--- config.mk ---
export PLATFORM = sky130hd
export DESIGN_NAME = mips_main_control_fsm
export DESIGN_NICKNAME = d
export VERILOG_FILES = /design/src/rtl/mips_main_control_fsm.sv
export SDC_FILE = /design/constraint.sdc
export NUM_CORES = 1
export LEC_CHECK = 0
export CORE_AREA = 2 2 73 75
export DETAILED_ROUTE_END_ITERATION = 10
export DIE_AREA = 0 0 75 77
export GPL_ROUTABILITY_DRIVEN = 0
export PLACE_DENSITY = 0.8
export SLEW_MARGIN = 15
export SYNTH_ARGS = -nofsm -noshare
export SYNTH_HDL_FRONTEND = slang
export SYNTH_SLANG_ARGS = --single-unit
--- constraint.sdc ---
create_clock -name clk -period 3.86 [get_ports clk]
set_clock_uncertainty 0.1 [all_clocks]
set_input_delay 0.772 -clock clk [delete_from_list [all_inputs] [get_ports clk]]
set_output_delay 0.772 -clock clk [all_outputs]
set_load 0.01 [all_outputs]
--- src/rtl/mips_main_control_fsm.sv ---
// Main control FSM for the multicycle MIPS datapath.
// Steps each instruction through FETCH/DECODE and then the execute, memory and
// writeback states for its opcode. Drives aluOp for alu_control, every datapath
// mux select and write strobe, counts retired instructions and flags opcodes it
// does not recognise. Control outputs are registered and loaded from the decode
// of the next state, so they always match the state register.
module mips_main_control_fsm #(
    parameter int CNT_W = 32
) (
    input  logic             clk,
    input  logic             rst_n,
    input  logic [5:0]       opcode,
    output logic [1:0]       aluOp,
    output logic             aluSrcA,
    output logic [1:0]       aluSrcB,
    output logic             pcWrite,
    output logic             pcWriteCond,
    output logic [1:0]       pcSource,
    output logic             iorD,
    output logic             memRead,
    output logic             memWrite,
    output logic             irWrite,
    output logic             regDst,
    output logic             regWrite,
    output logic             memToReg,
    output logic             instr_done,
    output logic             illegal_op,
    output logic [CNT_W-1:0] instr_count
);

    localparam logic [5:0] OP_R    = 6'b000000;
    localparam logic [5:0] OP_LW   = 6'b100011;
    localparam logic [5:0] OP_SW   = 6'b101011;
    localparam logic [5:0] OP_BEQ  = 6'b000100;
    localparam logic [5:0] OP_J    = 6'b000010;
    localparam logic [5:0] OP_ADDI = 6'b001000;

    // Encodings 12..15 are unused and recover to FETCH.
    typedef enum logic [3:0] {
        S_FETCH     = 4'd0,
        S_DECODE    = 4'd1,
        S_MEM_ADDR  = 4'd2,
        S_MEM_READ  = 4'd3,
        S_MEM_WRITE = 4'd4,
        S_MEM_WB    = 4'd5,
        S_R_EXEC    = 4'd6,
        S_R_WB      = 4'd7,
        S_BRANCH    = 4'd8,
        S_JUMP      = 4'd9,
        S_ADDI_EXEC = 4'd10,
        S_ADDI_WB   = 4'd11
    } state_t;

    typedef struct packed {
        logic [1:0] aluOp;
        logic       aluSrcA;
        logic [1:0] aluSrcB;
        logic       pcWrite;
        logic       pcWriteCond;
        logic [1:0] pcSource;
        logic       iorD;
        logic       memRead;
        logic       memWrite;
        logic       irWrite;
        logic       regDst;
        logic       regWrite;
        logic       memToReg;
        logic       instr_done;
    } ctrl_t;

    // Per-state control word; anything not set is 0.
    function automatic ctrl_t decode(input state_t s);
        ctrl_t c;
        c = '0;
        case (s)
            S_FETCH: begin
                c.memRead = 1'b1; c.irWrite = 1'b1; c.pcWrite = 1'b1;
                c.aluSrcB = 2'b01;
            end
            S_DECODE:    c.aluSrcB = 2'b11;
            S_MEM_ADDR,
            S_ADDI_EXEC: begin c.aluSrcA = 1'b1; c.aluSrcB = 2'b10; end
            S_MEM_READ:  begin c.memRead = 1'b1; c.iorD = 1'b1; end
            S_MEM_WRITE: begin c.memWrite = 1'b1; c.iorD = 1'b1; c.instr_done = 1'b1; end
            S_MEM_WB:    begin c.regWrite = 1'b1; c.memToReg = 1'b1; c.instr_done = 1'b1; end
            S_R_EXEC:    begin c.aluSrcA = 1'b1; c.aluOp = 2'b10; end
            S_R_WB:      begin c.regWrite = 1'b1; c.regDst = 1'b1; c.instr_done = 1'b1; end
            S_ADDI_WB:   begin c.regWrite = 1'b1; c.instr_done = 1'b1; end
            S_BRANCH: begin
                c.aluSrcA = 1'b1; c.aluOp = 2'b01; c.pcWriteCond = 1'b1;
                c.pcSource = 2'b01; c.instr_done = 1'b1;
            end
            S_JUMP:      begin c.pcWrite = 1'b1; c.pcSource = 2'b10; c.instr_done = 1'b1; end
            default: ;
        endcase
        return c;
    endfunction

    state_t          state_q, state_d;
    ctrl_t           ctrl_q, ctrl_out;
    logic [CNT_W-1:0] cnt_q;
    logic            st_legal, st_term, op_known;

    // Opcode recognition, used for dispatch and the illegal flag.
    always_comb begin
        op_known = 1'b0;
        case (opcode)
            OP_R, OP_LW, OP_SW, OP_BEQ, OP_J, OP_ADDI: op_known = 1'b1;
            default: op_known = 1'b0;
        endcase
    end

    // State classification: legal encoding and terminal (retiring) states.
    always_comb begin
        st_legal = 1'b1;
        st_term  = 1'b0;
        case (state_q)
            S_MEM_WRITE, S_MEM_WB, S_R_WB, S_BRANCH, S_JUMP, S_ADDI_WB: st_term = 1'b1;
            S_FETCH, S_DECODE, S_MEM_ADDR, S_MEM_READ, S_R_EXEC, S_ADDI_EXEC: st_term = 1'b0;
            default: st_legal = 1'b0;
        endcase
    end

    // Next-state logic; every unlisted or unused state returns to FETCH.
    always_comb begin
        state_d = S_FETCH;
        case (state_q)
            S_FETCH: state_d = S_DECODE;
            S_DECODE: begin
                case (opcode)
                    OP_LW, OP_SW: state_d = S_MEM_ADDR;
                    OP_R:         state_d = S_R_EXEC;
                    OP_BEQ:       state_d = S_BRANCH;
                    OP_J:         state_d = S_JUMP;
                    OP_ADDI:      state_d = S_ADDI_EXEC;
                    default:      state_d = S_FETCH;
                endcase
            end
            S_MEM_ADDR:  state_d = (opcode == OP_LW) ? S_MEM_READ : S_MEM_WRITE;
            S_MEM_READ:  state_d = S_MEM_WB;
            S_R_EXEC:    state_d = S_R_WB;
            S_ADDI_EXEC: state_d = S_ADDI_WB;
            default:     state_d = S_FETCH;
        endcase
    end

    // State, registered control word and retire counter.
    always_ff @(posedge clk) begin
        if (!rst_n) begin
            state_q <= S_FETCH;
            ctrl_q  <= decode(S_FETCH);
            cnt_q   <= '0;
        end else begin
            state_q <= state_d;
            ctrl_q  <= decode(state_d);
            if (st_term && st_legal)
                cnt_q <= cnt_q + {{(CNT_W-1){1'b0}}, 1'b1};
        end
    end

    // Outputs are held at 0 during reset and while the state is an unused encoding.
    assign ctrl_out    = (rst_n && st_legal) ? ctrl_q : '0;
    assign aluOp       = ctrl_out.aluOp;
    assign aluSrcA     = ctrl_out.aluSrcA;
    assign aluSrcB     = ctrl_out.aluSrcB;
    assign pcWrite     = ctrl_out.pcWrite;
    assign pcWriteCond = ctrl_out.pcWriteCond;
    assign pcSource    = ctrl_out.pcSource;
    assign iorD        = ctrl_out.iorD;
    assign memRead     = ctrl_out.memRead;
    assign memWrite    = ctrl_out.memWrite;
    assign irWrite     = ctrl_out.irWrite;
    assign regDst      = ctrl_out.regDst;
    assign regWrite    = ctrl_out.regWrite;
    assign memToReg    = ctrl_out.memToReg;
    assign instr_done  = ctrl_out.instr_done;
    assign illegal_op  = rst_n && (state_q == S_DECODE) && !op_known;
    assign instr_count = rst_n ? cnt_q : '0;

endmodule

# --- Word level (Yosys, flattened, before mapping) ---
# Cells that the tools add are included.
op_classes:
  n_addsub: 1
  n_eq_ne: 27
  muxes: 22
  n_reduce_logical: 19
op_table:
  columns: ["op", "count"]
  rows:
  - ["$add 32x1->32 const B", 1]
  - ["$eq 4x3->1 const B", 8]
  - ["$eq 4x4->1 const B", 8]
  - ["$mux 32", 1]
  - ["$pmux 4 s6", 1]
  - ["$pmux 4 s5", 1]
  - ["$reduce_or 6->1", 3]
  - ["$mux 17", 1]
  - ["$eq 4x2->1 const B", 4]
  - ["$mux 1", 14]
  - ["$eq 6x6->1 const B", 2]
  - ["$reduce_or 12->1", 1]
  - ["$reduce_or 2->1", 5]
  - ["$eq 4x1->1 const B", 2]
  - ["$logic_not 4->1", 2]
  - ["$pmux 2 s2", 2]
  - ["$eq 6x2->1 const B", 1]
  - ["$eq 6x3->1 const B", 1]
  - ["$eq 6x4->1 const B", 1]
  - ["$logic_not 6->1", 1]
  - ["$pmux 2 s3", 1]
  - ["$logic_and 1x1->1", 4]
  - ["$reduce_or 4->1", 1]
  - ["$mux 3", 1]
  - ["2 further kinds", 2]
totals:
  ff_bits: 53
  input_bits: 8
  out_inout_bits: 50
  word_cells: 85

# --- Logic depth before layout (Yosys ltp) ---
depth:
  word_depth: 7
  ltp_mapped: 7
  mapped_depth_nobuf: 6

# --- Worst setup path before layout ---
# Ideal clock, no wire load.
synth_timing:
  path_type: "input to output"
  startpoint: "in opcode[1]"
  endpoint: "out illegal_op"
  arrival_ps: 1840
  slack_ps: 1148
  cell_stages: 5
  path_buffers: 1
  path_cell_list: "clkbuf_1 o21ai_0 o211ai_1 o21ai_0 a221oi_1"
synth_between:
  elab_chain_cells: 5
  elab_cells_between_ends: 10
synth_lines:
  columns: ["element", "line_no", "source"]
  rows:
  - ["from (decl)", "12", "input logic [5:0] opcode,"]
  - ["$eq 6x6->1 (tied with other cells)", "107", "case (opcode)"]
  - ["$reduce_or 6->1 *", "107", null]
  - ["$mux 1 *", "107", null]
  - ["$logic_not 1->1 *", "177", "assign illegal_op = rst_n && (state_q == S_DECODE) && !op_known;"]
  - ["$logic_and 1x1->1 *", "177", null]
  - ["to (decl)", "27", "output logic illegal_op,"]
# Every way passes the cells marked *; elsewhere a longest branch is shown, timed or not.

# --- Worst setup path in the final report ---
layout_timing:
  startpoint: "in opcode[2]"
  endpoint: "out illegal_op"
# The elaborated chain is that of the path after synthesis.

==> impl_metrics.env <==
export IMPL_cts_tree="built"
export IMPL_cap_violations=0
export IMPL_slew_headroom_pct=50.5
export IMPL_final_util_pct=67.1
export IMPL_grt_pass1_wl_mm=9.63
export IMPL_path_common_cell="clkdlybuf4s50_1"
export IMPL_clock_sinks=51
export IMPL_row_count=26
export IMPL_initial_utilization_pct=52.4
export IMPL_max_freq_mhz=285
export IMPL_via_per_inst=5.24
export IMPL_endpoint_kind="primary output"
export IMPL_cp_top_family="buffers and inverters"
export IMPL_yosysTopAreaCellShare_pct=39.2
export IMPL_fin_area_um2=3340
export IMPL_ys_warn_count=0
export IMPL_nFillCells=413
export IMPL_syn_nets=334
export IMPL_synth_edf_count=0
export IMPL_critical_path_buf_inv_count=2
export IMPL_core_area_um2=4980
export IMPL_cts_resized=0
export IMPL_hold_violations=0
export IMPL_crit_fanout=5
export IMPL_finalCriticalPeriod_ps=3510
export IMPL_drc=0
export IMPL_drive_gt1_share_pct=7.12
export IMPL_io_buffers=57
export IMPL_avgSynthCellArea_um2=8.02
export IMPL_path_class="in2out"
export IMPL_rsz0062_at_grt="false"
export IMPL_firstDrtPassIters=5
export IMPL_cts_hold_buffers=0
export IMPL_clockBufferDepth=2
export IMPL_finalCritPeriodShare_pct=91.0
export IMPL_detail_route_antenna_nets=0
export IMPL_first_global_vias=2171
export IMPL_async_flop_share_pct=0
export IMPL_dp_hpwl_mm=4.14
export IMPL_worstPathRequired_ps=2990
export IMPL_grt_total_usage_pct=20.6
export IMPL_synth_cell_types=43
export IMPL_nNetsFinal=387
export IMPL_vias=2354
export IMPL_yosysSeqAreaShare_pct=39.2
export IMPL_clk_pin_slew_worst_paths_ps=100
export IMPL_htree_num_levels=2
export IMPL_clkLatencyLatePin_ps=300
export IMPL_critPathArrivalTime_ps=2640
export IMPL_setup_viol=0
export IMPL_die_y_um=77
export IMPL_die_w_um=75
export IMPL_min_path_type="reg2reg"
export IMPL_synth_cell_area_um2=2610
export IMPL_netlist_top_cells_area="dfxtp_1 (39%), and2_1 (7.9%), xor2_1 (7.7%)"
export IMPL_ys_ff_latch=51
export IMPL_numCtsBuffers=5
export IMPL_cp_slowest_stage_delay_ps=580
export IMPL_outcome="complete, no violations"
export IMPL_antenna_cells=0
export IMPL_cts_root_buf="clkbuf_8"
export IMPL_gr_total_overflow=0
export IMPL_synth_ff_type="dfxtp_1"
export IMPL_setup_tns_ps=0
export IMPL_power_density_nw_per_um2=276
export IMPL_place_area_um2=3240
export IMPL_leakage_nw=1.24
export IMPL_start_kind="input pin"
export IMPL_worst_pin_slew_ps=741
export IMPL_wl_mm=5.70
export IMPL_grt_max_degree=28
export IMPL_path_cells="clkdlybuf4s50_1, xor2_1, o211ai_1, o21ai_0, a221oi_1, clkdlybuf4s50_1"
export IMPL_dieArea_um2=5780
export IMPL_postCtsSetupBuffers=0
export IMPL_antenna_found_initial=0
export IMPL_slew_viol_final=0
export IMPL_io_pins=58
export IMPL_post_drt_wl_per_cell_um=12.7
export IMPL_dr_first_iter_drc_count=165
export IMPL_synthesis_instances=325
export IMPL_r2r_setup_slack_ps=1650
export IMPL_cp_slowest_cell="clkdlybuf4s50_1"
export IMPL_synth_largest_area_cell="dfxtp_1"
export IMPL_synthToLayoutAreaGrowth_pct=28.0
export IMPL_ir_drop_mv=0.206
[layout make-up]
| cell class | count | area (um2) | share of cell area, % |
|---|---|---|---|
| Clock buffer | 5 | 68.8 | 2.06 |
| Clock inverter | 3 | 25.0 | 0.750 |
| Inverter | 9 | 33.8 | 1.01 |
| Multi-Input combinational cell | 245 | 1460 | 43.9 |
| Sequential cell | 51 | 1020 | 30.6 |
| Tap cell | 70 | 87.6 | 2.62 |
| Timing Repair Buffer | 66 | 638 | 19.1 |
[flip-flops by register name, summed over array words and instances (netlist names)]
name,count
cnt_q,32
ctrl_q,15
state_q,4
[layout by cell type, fill, tap and decap left out, drive strengths merged, types with 2 or more instances in the layout]
cell type / synthesis / routed
or2: 3 / 3
a21oi: 10 / 10
nor3: 9 / 9
nor2: 47 / 47
and2: 33 / 33
o21ai: 9 / 9
o211ai: 2 / 2
a2111oi: 2 / 2
clkbuf: 14 / 5
inv: 9 / 11
and4: 2 / 2
buf: 6 / 9
nand4: 16 / 16
nand3: 12 / 12
and3: 18 / 18
clkdlybuf4s50: 0 / 57
dfxtp: 51 / 51
or3b: 2 / 2
xnor2: 6 / 6
nand2: 24 / 24
or3: 5 / 5
nand2b: 2 / 2
nor4: 5 / 5
xor2: 23 / 23
[power breakdown]
group	switching, W	internal (W)	total [W]
clock network	0.000182	0.000132	0.000315
logic	0.0000381	0.0000326	0.0000707
registers	0.00000389	0.000532	0.000536
total	0.000224	0.000697	0.000921
[Yosys cell counts, types with 2 or more instances]
cell,n
nand4_1,16
buf_4,3
xnor2_1,6
and4_1,2
nand2_1,24
o21ai_0,8
a21oi_1,9
and3_1,18
dfxtp_1,51
or3_1,5
inv_1,9
o211ai_1,2
and2_1,33
clkbuf_1,14
nor3_1,8
or3b_1,2
buf_2,2
nand2b_1,2
or2_2,3
a2111oi_2,2
nor4_1,5
nand3_1,12
nor2_1,47
xor2_1,23
[path summary, 6_finish.rpt]
path	start	endpoint	cells after the start
worst min-delay path	cnt_q[31]	cnt_q[31]	2
worst max register to register	state_q[2]	cnt_q[29]	6
worst min register to register	cnt_q[31]	cnt_q[31]	2
worst max-delay path	opcode[2]	illegal_op	6
[kinds of logic (layout without fill, tap and decap cells)]
group	Yosys count	in the layout	synth area share (%)
AND/OR/NAND/NOR	182	182	36.8
flip-flops	51	51	39.2
AO/OA/AOI/OAI	33	33	9.12
XOR/XNOR	29	29	9.74
buffers and inverters	29	83	4.70
adder cells (fa/ha/maj)	1	1	0.480
[tightest hold or removal path, stage by stage (launching register included)]
cell     delay, ps
dfxtp_1        320
o21ai_0         70
a21oi_1         60
[per-stage QoR]
stage	worst slack [ps]	hold WS, ps	total power [W]	instances
after CTS	326	396	0.000932	449
after global placement	397	362	0.000617	441
after floorplan	1150	354	0.000588	325
after detailed placement	342	382	0.000618	441
final	348	391	0.000921	449
after global routing	218	434	0.000960	449
[per-layer routing]
| layer | GRT usage [%] | routed length, um |
|---|---|---|
| met2 | 33.8 | 2770 |
| met4 | 6.96 | 77 |
| met5 | 0 | 0 |
| met3 | 4.20 | 311 |
| met1 | 26.5 | 2550 |
(Power assumes the default switching activity.)
